==> config.mk <==
export PLATFORM = sky130hd
export DESIGN_NAME = count_tick_gen
export DESIGN_NICKNAME = d
export VERILOG_FILES = /design/src/rtl/count_tick_gen.sv
export SDC_FILE = /design/constraint.sdc
export NUM_CORES = 1
export LEC_CHECK = 0
export CAP_MARGIN = 20
export CORE_ASPECT_RATIO = 0.7
export CORE_MARGIN = 2
export CORE_UTILIZATION = 55
export DETAILED_ROUTE_END_ITERATION = 6
export GPL_ROUTABILITY_DRIVEN = 0
export PLACE_DENSITY = 0.76
export SKIP_LAST_GASP = 1
export SLEW_MARGIN = 5
export SYNTH_ARGS = -nofsm -noshare
export SYNTH_HDL_FRONTEND = slang
export SYNTH_SLANG_ARGS = --single-unit
==> constraint.sdc <==
create_clock -name clk -period 5.26 [get_ports clk]
set_input_delay 0.789 -clock clk [delete_from_list [all_inputs] [get_ports clk]]
set_output_delay 0.789 -clock clk [all_outputs]
set_load 0.05 [all_outputs]
==> src/rtl/count_tick_gen.sv <==
// count_tick_gen: single-clock tick generator for the down-counter family.
// Emits one-cycle clock-enable pulses at a switch-selected power-of-two
// rate. A run/pause switch and a debounced single-step button allow the
// counter to be hand-stepped.
// Optional feature macro: TICK_HEARTBEAT_EN. When it is defined, heartbeat
// toggles on every tick. When it is undefined, heartbeat is tied low.
module count_tick_gen #(
  parameter int CNT_W     = 32,
  parameter int DB_CYCLES = 1000000,
  parameter int DB_W      = 20,
  parameter int TOT_W     = 16
) (
  input  logic             clk,
  input  logic             rst,
  input  logic [4:0]       rate_sel,
  input  logic             run_sw,
  input  logic             step_btn,
  output logic             tick,
  output logic             running,
  output logic [TOT_W-1:0] tick_total,
  output logic             heartbeat
);

  typedef enum logic [1:0] {PAUSED = 2'd0, RUN = 2'd1, STEP = 2'd2} state_t;

  logic [CNT_W-1:0] presc_q, presc_d;
  logic [4:0]       rate_q;
  logic [CNT_W-1:0] mask;
  logic             tick_raw;

  logic             run_s1_q, run_s_q;
  logic             step_s1_q, step_s_q;

  logic [DB_W-1:0]  db_cnt_q, db_cnt_d;
  logic             db_lvl_q, db_lvl_d;
  logic             db_prev_q;
  logic             step_pulse;

  state_t           state_q;
  logic             tick_q, running_q;
  logic [TOT_W-1:0] total_q;

  // Free-running prescaler and a registered copy of the rate switches
  always_ff @(posedge clk) begin
    if (rst) begin
      presc_q <= '0;
      rate_q  <= '0;
    end else begin
      presc_q <= presc_d;
      rate_q  <= rate_sel;
    end
  end

  assign presc_d = presc_q + CNT_W'(1);

  // Low-bit mask [k:0]; a rate above CNT_W-1 naturally saturates to all-ones
  always_comb begin
    mask = '0;
    for (int i = 0; i < CNT_W; i++) mask[i] = (i <= int'(rate_q));
  end

  assign tick_raw = ((presc_q & mask) == mask);

  // Two-flop synchronizers for the asynchronous switch and button
  always_ff @(posedge clk) begin
    if (rst) begin
      run_s1_q  <= 1'b0;
      run_s_q   <= 1'b0;
      step_s1_q <= 1'b0;
      step_s_q  <= 1'b0;
    end else begin
      run_s1_q  <= run_sw;
      run_s_q   <= run_s1_q;
      step_s1_q <= step_btn;
      step_s_q  <= step_s1_q;
    end
  end

  // Debounce: count consecutive cycles where the input disagrees with the
  // accepted level. Any return to agreement restarts the count. After
  // DB_CYCLES disagreeing cycles in a row, the new level is accepted.
  always_comb begin
    db_cnt_d = '0;
    db_lvl_d = db_lvl_q;
    if (step_s_q != db_lvl_q) begin
      if (db_cnt_q == DB_W'(DB_CYCLES - 1)) begin
        db_lvl_d = step_s_q;
        db_cnt_d = '0;
      end else begin
        db_cnt_d = db_cnt_q + DB_W'(1);
      end
    end
  end

  // Debounce state and the previous level, used for rising-edge detection
  always_ff @(posedge clk) begin
    if (rst) begin
      db_cnt_q  <= '0;
      db_lvl_q  <= 1'b0;
      db_prev_q <= 1'b0;
    end else begin
      db_cnt_q  <= db_cnt_d;
      db_lvl_q  <= db_lvl_d;
      db_prev_q <= db_lvl_q;
    end
  end

  assign step_pulse = db_lvl_q & ~db_prev_q;

  // Run/pause/step FSM with the registered tick and running outputs
  always_ff @(posedge clk) begin
    if (rst) begin
      state_q   <= PAUSED;
      tick_q    <= 1'b0;
      running_q <= 1'b0;
    end else begin
      tick_q    <= ((state_q == RUN) && tick_raw) || (state_q == STEP);
      running_q <= (state_q == RUN);
      case (state_q)
        PAUSED: begin
          // run has priority; a coincident step is dropped
          if (run_s_q)         state_q <= RUN;
          else if (step_pulse) state_q <= STEP;
        end
        RUN:     if (!run_s_q) state_q <= PAUSED;
        STEP:    state_q <= PAUSED;
        default: state_q <= PAUSED;
      endcase
    end
  end

  // Wrapping count of emitted ticks
  always_ff @(posedge clk) begin
    if (rst) total_q <= '0;
    else     total_q <= total_q + TOT_W'(tick_q);
  end

`ifdef TICK_HEARTBEAT_EN
  logic hb_q;

  // LED blink at half the tick rate
  always_ff @(posedge clk) begin
    if (rst)         hb_q <= 1'b0;
    else if (tick_q) hb_q <= ~hb_q;
  end

  assign heartbeat = hb_q;
`else
  assign heartbeat = 1'b0;
`endif

  assign tick       = tick_q;
  assign running    = running_q;
  assign tick_total = total_q;

endmodule

; ---- Word level (Yosys, flattened, before mapping)
; Cells that the tools add are included.
[word_totals]
inputBits = 9
word_cells = 68
reg_bits = 83
out_inout_bits = 19
[op_classes]
reduce_logical = 6
bitwise_logic = 4
n_mux = 4
n_lt_le_gt_ge = 31
n_eq_ne = 7
addsub = 3
[op_table]
columns = operator, n
row1 = "<= comparator 5 bit, first input constant", 16
row2 = "<= comparator 4 x 5 -> 1 bit, first input constant", 8
row3 = "adder 32 x 1 -> 32 bit, second input constant", 1
row4 = AND 32 bit, 1
row5 = equality test 32 bit, 1
row6 = "adder 20 x 1 -> 20 bit, second input constant", 1
row7 = "equality test 20 bit, second input constant", 1
row8 = "<= comparator 3 x 5 -> 1 bit, first input constant", 4
row9 = adder 16 x 1 -> 16 bit, 1
row10 = "<= comparator 2 x 5 -> 1 bit, first input constant", 2
row11 = two-way mux 2 bit, 3
row12 = "<= comparator 1 x 5 -> 1 bit, first input constant", 1
row13 = case mux 2 bit (2 select lines), 1
row14 = AND reduction 2 bit, 2
row15 = "inequality test 3 bit, second input constant", 1
row16 = OR reduction 3 bit, 1
row17 = "equality test 2 x 1 -> 1 bit, second input constant", 1
row18 = "equality test 2 bit, second input constant", 1
row19 = zero test 2 bit, 1
row20 = "inequality test 2 bit, second input constant", 1
row21 = inverter 1 bit, 2
row22 = AND 1 bit, 1
row23 = logical AND 1 bit, 1
row24 = logical OR 1 bit, 1
row25 = inequality test 1 bit, 1

; ---- Depth between registers and ports, before layout
; Gate-level depths: netlist of run 1.
[depth]
depth_word = 5
ltp_mapped = 7
depth_no_buf = 7

; ---- Worst setup path before layout of run 1
; Ideal clock, no wire load.
[synth_timing]
kind = flip-flop to flip-flop
start = register total_q[0], in the netlist tick_total[0]
end = register total_q[13], in the netlist tick_total[13]
arrival_ns = 1.816
period_less_slack_ns = 1.944
path_stages_with_launch = 7
setup_slack_ns = 3.316
path_cell_list = dfxtp_1 -> ha_1 -> nand3_1 -> nor4_1 -> nand3_1 -> xor2_1 -> nor2_1
[synth_via]
elab_chain_len = 1
[synth_lines]
columns = element, line
row1 = start: declaration, 41  ; logic [TOT_W-1:0] total_q;
row2 = start signal: assignment, 135  ; else total_q <= total_q + TOT_W'(tick_q);
row3 = adder 16 x 1 -> 16 bit, 135
; No other way between the ends.
; A chain may end at the register's enable or synchronous reset.

; ---- Worst setup path after layout of run 1
[layout_timing]
start = register total_q[7], in the netlist tick_total[7]
end = output tick_total[7]
[layout_lines]
columns = element, line
row1 = end: declaration, 20  ; output logic [TOT_W-1:0] tick_total,
; No word-level cell between the ends.

==> results by group, run 1 <==
Route
  • 1st-iter DRT viols: 274
  • Detail Route Antenna Nets: 0
  • Overall routed net length: about 7700 um
  • Vias/cell: approximately 5.6
  • Pre-antenna DRT Iters: 6
  • Via count: 3018
  • # DRC: 0
  • Avg WL per Cell: about 14 um

Worst setup path
  • CP Data Arrival Time: 1640 ps
  • Stages on worst setup path: 1
  • Flop2flop setup slack: between 2000 and 3000 ps
  • Critical path endpoint: tick_total[7]
  • WP buf/inv: 1
  • Setup crit start kind: flip-flop
  • Slowest stage delay, CP: approximately 860 ps
  • Slowest cell on crit path: clkdlybuf4s50_1
  • Crit path required time: 4470 ps
  • Critical R2R Launch: presc_q[0]
  • Critical Path Start: tick_total[7]
  • Top delay family on crit path: buffers and inverters
  • FF-to-FF path depth: 6
  • Crit-path cells: clkdlybuf4s50_1
  • Crit Path Max Fanout: 6
  • R2R Path End: presc_q[28]
  • CP Class: flip-flop to output pin
  • Worst setup EP type: output pin

STA
  • Final hold viol count: 0
  • Slew Limit Headroom: 33.2%
  • Worst-margin pin slew: just under 1000 ps
  • Fmax: approximately 410 MHz
  • Tmin final: 2430 ps
  • # setup viols final: 0
  • Unrepaired setup endpoints after global routing: false
  • Setup_tns: 0 ps
  • Final worst slack: approximately 2800 ps
  • Slew Limit Fails: 0
  • Fin crit share: 46.2%
  • Max Clock Skew: ~5.0 ps

Floorplan
  • CORE AREA: between 6000 and 7000 um^2
  • Die width: between 100 and 150 um
  • I/O Pins: 28
  • Die extent in y: between 70 and 80 um
  • # rows: 24
  • Initial Util: 58.2%
  • Area of the die: around 7400 um^2

Power and ir drop
  • LEAKAGE: 1.47 nW
  • Total internal power: roughly 0.9 mW
  • PD cells: 274 nW/um^2
  • Sw Ratio: roughly 21%
  • Clock Power Share: roughly two fifths
  • Switching power: roughly 0.25 mW
  • Combinational share of power: about 3.3%
  • Seq pwr share: between 50% and 60%
  • Max IR drop VDD: between 0.00015 and 0.0002 V

Clocking
  • Clock Latency Late Sink: between 300 and 400 ps
  • Clk slew on worst S/H paths: roughly 80 ps
  • Clock root cell: clkbuf_8
  • Hold Buf Count CTS: 0
  • # H-tree levels: 3
  • Clock tree buffer depth: 2
  • CTS resizes: 0
  • CTS tree: built
  • Clock Sinks: 83
  • Clock buffer count from CTS: 9
  • Setup Buffers After CTS: 0

Final layout
  • Area growth from synthesis to layout: 13.7%
  • Finished Cell Area: between 4000 and 5000 um^2
  • Final Net Count: between 400 and 500
  • Layout cells sized above 1: under 10%
  • Diode count: 0
  • Fill cell count: 552

Global route
  • Number of global-route vias before repair: around 2700
  • GR Overflow Total: 0
  • Total GRT Usage: about 23%
  • Largest net degree at the start of global routing: 63
  • First-pass GRT wire length: 13000 um
  • Initial antenna violation count: 0

Worst hold path
  • HP Class: flip-flop to flip-flop
  • Worst hold start: run_s1_q

Yosys
  • Cells after synthesis: 424
  • Async SR Flop Fraction: 0%
  • Seq cells post-synth: 83
  • Post-synthesis simple-gate area fraction: between 20% and 30%
  • Xor/xnor cell area share of the yosys netlist: between 10% and 20%
  • Synthesized cell area: ~3700 um^2
  • Synth unique cells: 47
  • Compound-cell area share of the yosys netlist: between 7 and 8%
  • Mux cell area share after synthesis: less than 1%
  • Sequential area share after synthesis: 44.8%
  • Mean Syn Cell Area: approximately 8.7 um^2
  • Warnings from Yosys: 0
  • Post-synthesis adder-cell area fraction: around 1.4%
  • Synthesized Nets: approximately 440
  • Synth Flop Type: dfxtp_1
  • Post-synth EDFFs: 0
  • Largest family of logic cells by synthesized area: simple AND/OR/NAND/NOR gates

Placed design
  • I/O Buffers: 26
  • Area after DPL: 4000 um^2
  • Placement Setup Slack: 2800 ps
  • DP HPWL: ~5400 um

Run
  • MaxCap Viol Count: 0

Outcome
  • Outcome: finished, final reports clean
-- layer usage --
| layer | track usage, % | up-vias | wire, um |
|---|---|---|---|
| met5 | 0 | - | 0 |
| met4 | 4.44 | 0 | 69 |
| met3 | 9.00 | 9 | 655 |
| met2 | 30.8 | 120 | 3070 |
| met1 | 33.9 | 1391 | 3900 |
| li1 | - | 1498 | - |
-- through the flow --
| stage | util [%] | instances | total power [mW] | hold slack, ps |
|---|---|---|---|---|
| finish | 66.2 | 538 | 1.15 | 445 |
| global route | 66.2 | 538 | 1.20 | 480 |
| CTS | 66.1 | 538 | 1.17 | 453 |
| detailed placement | 62.8 | 523 | 0.697 | 437 |
| global placement | 62.8 | 523 | 0.696 | 426 |
| floorplan | - | 424 | 0.684 | 414 |
-- cell usage in the layout, fill, tap and decap left out, types with 3 or more instances in the layout --
master,count
dfxtp_1,83
nor2_1,72
xor2_1,34
clkdlybuf4s50_1,25
nand2_1,24
xnor2_1,23
nand3_1,22
nand4_1,19
and3_1,14
nor2b_1,14
nor3_1,12
clkbuf_8,12
o21ai_0,10
a21oi_1,10
inv_1,8
or3_1,7
and2_1,5
and4_1,4
ha_1,4
nor4_1,3
nand2b_1,3
o21bai_1,3
o2111ai_1,3
-- how the worst min path moves through the flow --
stage	to	slack (ps)	depth (start not counted)
after floorplan	run_s_q	410	1
after global placement	step_s_q	430	1
after detailed placement	run_s_q	440	1
after CTS	run_s_q	450	1
after global routing	run_s_q	480	1
final	run_s_q	440	1
-- cell type report --
type / instances / area, um^2 / share of cell area (%)
Clock inverter: 3 / 46.3 / 1.10
Tap cell: 91 / 114 / 2.70
Sequential cell: 83 / 1660 / 39.4
Timing Repair Buffer: 27 / 263 / 6.23
Clock buffer: 12 / 165 / 3.92
Inverter: 8 / 30.0 / 0.712
Multi-Input combinational cell: 314 / 1940 / 45.9
-- registers in the layout, summed over array words and instances, names as in the netlist --
| register | flops |
|---|---|
| tick_total | 16 |
| presc_q | 32 |
| state_q | 2 |
| step_s1_q | 1 |
| rate_q | 5 |
| step_s_q | 1 |
| db_lvl_q | 1 |
| run_s_q | 1 |
| db_prev_q | 1 |
| running | 1 |
| run_s1_q | 1 |
| db_cnt_q | 20 |
| tick | 1 |
-- power groups by stage --
stage / sequential (mW) / combinational, mW / clock (mW)
floorplan: 0.652 / 0.0319 / 0
global placement: 0.658 / 0.0375 / 0
detailed placement: 0.659 / 0.0382 / 0
CTS: 0.644 / 0.0383 / 0.483
global route: 0.645 / 0.0436 / 0.516
finish: 0.644 / 0.0386 / 0.471
-- kinds of logic (layout without fill, tap and decap cells) --
group	count (synthesis)	in the layout
adders and majority gates	4	4
xor gates and xnor gates	57	57
and+or+nand+nor	210	210
DFF	83	83
buffers and inverters	27	50
AOI/OAI and AO/OA	41	41
muxes	1	1
other	1	1
-- Yosys cell counts (all sizes together), types with 2 or more instances --
library cell / number / share of area (%)
a31oi: 2 / 0.34
and4b: 2 / 0.54
xor2: 34 / 8.0
nand3: 22 / 3.0
o221ai: 2 / 0.47
inv: 8 / 0.81
and2: 5 / 0.84
nor3: 14 / 2.3
o2111ai: 3 / 0.71
xnor2: 23 / 5.4
nor2: 72 / 7.3
or3: 7 / 1.2
nand2b: 3 / 0.51
clkbuf: 13 / 1.3
and3: 14 / 2.4
nand4: 20 / 3.8
buf: 6 / 0.98
o21ai: 10 / 1.4
a21oi: 10 / 1.4
nand2: 24 / 2.4
nor2b: 14 / 2.4
o21bai: 3 / 0.61
and4: 4 / 0.95
nor4: 5 / 1.2
dfxtp: 83 / 45
ha: 4 / 1.4
a211oi: 2 / 0.41
nor4b: 2 / 0.47
Note: power is estimated with default switching activity, not from simulation.
==> inputs of run 2 (changes only) <==
--- a/config.mk
+++ b/config.mk
@@ -8,10 +8,10 @@
 export CAP_MARGIN = 20
 export CORE_ASPECT_RATIO = 0.7
 export CORE_MARGIN = 2
-export CORE_UTILIZATION = 55
+export CORE_UTILIZATION = 52
 export DETAILED_ROUTE_END_ITERATION = 6
 export GPL_ROUTABILITY_DRIVEN = 0
-export PLACE_DENSITY = 0.76
+export PLACE_DENSITY = 0.75
 export SKIP_LAST_GASP = 1
 export SLEW_MARGIN = 5
 export SYNTH_ARGS = -nofsm -noshare
==> constraint.sdc (replaced) <==
create_clock -name clk -period 2.2 [get_ports clk]
set_input_delay 0.33 -clock clk [delete_from_list [all_inputs] [get_ports clk]]
set_output_delay 0.33 -clock clk [all_outputs]
set_load 0.05 [all_outputs]
==> run 2 against run 1 <==
Against the previous run: combinational power increased by 140%; register-to-register slack got worse by 2800 ps; first-iteration DRC count increased by 3.6%; wire length increased by 0.74%; final cell count increased by 2.8%; critical path depth increased by 4; flip-flop and latch count unchanged; worst setup slack got worse by 2600 ps; via count increased by 2.8%; clock power increased by 130%; sequential power increased by 140%; critical path type is now flip-flop to flip-flop; critical endpoint is now tick.
==> results by group, run 2 (synthesis gave the netlist of run 1 again) <==
Outcome
  • Outcome: finished, final reports clean

Final layout
  • Final Net Count: about 470
  • Largest register by flop count: presc_q
  • Layout cells sized above 1: under 10%
  • Most frequent cells in the layout: dfxtp_1, nor2_1, xor2_1, clkdlybuf4s50_1, nand2_1
  • Max reg flops: 32
  • Diode count: 0
  • Area growth from synthesis to layout: 15.4%
  • Most common cell after layout, fill and taps aside: dfxtp_1

STA
  • Max Clock Skew: between 5 and 6 ps
  • Worst-margin pin slew: roughly 620 ps
  • Slew Limit Fails: 0
  • Final hold viol count: 0
  • Fin crit share: around nine tenths
  • Hold_ws: 346 ps
  • Fmax: 499 MHz
  • Setup_tns: 0 ps
  • Unrepaired setup endpoints after global routing: false
  • Tmin final: 2010 ps
  • # setup viols final: 0
  • Slew Limit Headroom: around 60%

Route
  • 1st-iter DRT viols: around 280
  • Avg WL per Cell: ~14 um
  • Overall routed net length: 7760 um
  • Detail Route Antenna Nets: 0
  • Vias/cell: 5.61
  • Pre-antenna DRT Iters: 5
  • Via count: a little over 3000
  • # DRC: 0

Global route
  • Initial antenna violation count: 0
  • First-pass GRT wire length: 13500 um
  • GR Overflow Total: 0
  • Number of global-route vias before repair: 2919
  • Total GRT Usage: roughly 21%
  • Largest net degree at the start of global routing: 62

Floorplan
  • CORE AREA: roughly 6800 um^2
  • I/O Pins: 28
  • Die width: about 100 um
  • # rows: 25
  • Area of the die: between 7000 and 8000 um^2
  • Die extent in y: approximately 75 um
  • Initial Util: a little over half

Placed design
  • DP HPWL: ~5500 um
  • I/O Buffers: 26

Worst setup path
  • Top delay family on crit path: compound AO/OA/AOI/OAI gates
  • CP Data Arrival Time: between 2000 and 2500 ps
  • Worst setup EP type: flip-flop
  • CP Class: flip-flop to flip-flop
  • Crit Path Max Fanout: 15
  • Setup crit start kind: flip-flop
  • Slowest cell on crit path: a2111oi_0
  • WP buf/inv: 0
  • Slowest stage delay, CP: a little under 500 ps
  • Crit-path cells: o21bai_1 -> a41oi_1 -> a2111oi_0 -> o2111ai_1 -> o21ai_0
  • Crit path required time: roughly 2400 ps

Clocking
  • Clk slew on worst S/H paths: ~80 ps
  • Clock Sinks: between 80 and 90
  • Hold Buf Count CTS: 0
  • Setup Buffers After CTS: 0
  • Clock buffer count from CTS: 9
  • CTS resizes: 0
  • Clock root cell: clkbuf_8
  • CTS tree: built
  • Clock Latency Late Sink: between 300 and 400 ps
  • # H-tree levels: 3
  • Clock tree buffer depth: 2

Worst hold path
  • HP Class: input pin to flip-flop

Run
  • MaxCap Viol Count: 0

Power and ir drop
  • LEAKAGE: between 1.5 and 2 nW
  • Switching power: ~0.59 mW
  • PD cells: between 600 and 700 nW/um^2
  • Clock Power Share: roughly two fifths
  • Combinational share of power: 3.4%
  • Seq pwr share: roughly 57%
  • Max IR drop VDD: 0.000364 V
  • Sw Ratio: between 20% and 30%
  • Total internal power: 2.11 mW
-- run 2: metrics by stage --
step,worst slack [ps],cell area [um^2],total power [mW],util [%],instances
6_report,194,4280,2.69,62.7,553
5_1_grt,165,4280,2.80,62.7,553
4_1_cts,244,4280,2.72,62.7,553
3_5_place_dp,259,4080,1.67,59.9,537
3_3_place_gp,330,4080,1.66,59.9,537
2_1_floorplan,256,3710,1.64,-,424
-- run 2: worst paths after layout --
path                                start          to  slack [ps]  cells past startpoint
worst min-delay path                  rst  state_q[0]         350                      3
worst max-delay path            rate_q[2]        tick         190                      5
worst max register to register  rate_q[2]        tick         190                      5
worst min register to register  step_s1_q    step_s_q         440                      1
-- run 2: area by class of cell --
type	instances	area, um^2
well taps	94	118
clock buffers	11	141
inverters	8	30.0
clock inverters	5	52.6
multi-input cells	314	1930
fillers	638	2540
repair buffers	38	345
flip-flops and latches	83	1660
-- run 2: worst min-delay path: stages --
cell and delay (ps):
buf_2 100, nor2_1 60, and2_1 150
-- run 2: power by group through the flow --
stage | logic, mW | registers (mW) | clock network (mW)
floorplan | 0.0763 | 1.56 | 0
global placement | 0.0896 | 1.57 | 0
detailed placement | 0.0913 | 1.57 | 0
global route | 0.103 | 1.54 | 1.16
CTS | 0.0921 | 1.54 | 1.09
finish | 0.0922 | 1.54 | 1.06
-- run 2: metal layers --
metal  track usage [%]  wire length, um  up-vias
met5                 0                0        -
met4              5.78              133        0
met3              7.01              637       22
met2              33.7             3250      136
met1              29.1             3740     1423
li1                  -                -     1520
==> inputs of run 3 (changes only) <==
--- a/config.mk
+++ b/config.mk
@@ -13,7 +13,7 @@
 export GPL_ROUTABILITY_DRIVEN = 0
 export PLACE_DENSITY = 0.75
 export SKIP_LAST_GASP = 1
-export SLEW_MARGIN = 5
+export SLEW_MARGIN = 20
 export SYNTH_ARGS = -nofsm -noshare
 export SYNTH_HDL_FRONTEND = slang
 export SYNTH_SLANG_ARGS = --single-unit
==> results of run 3 <==
Same layout as run 2: the final DEF is identical, and so are final timing and power.
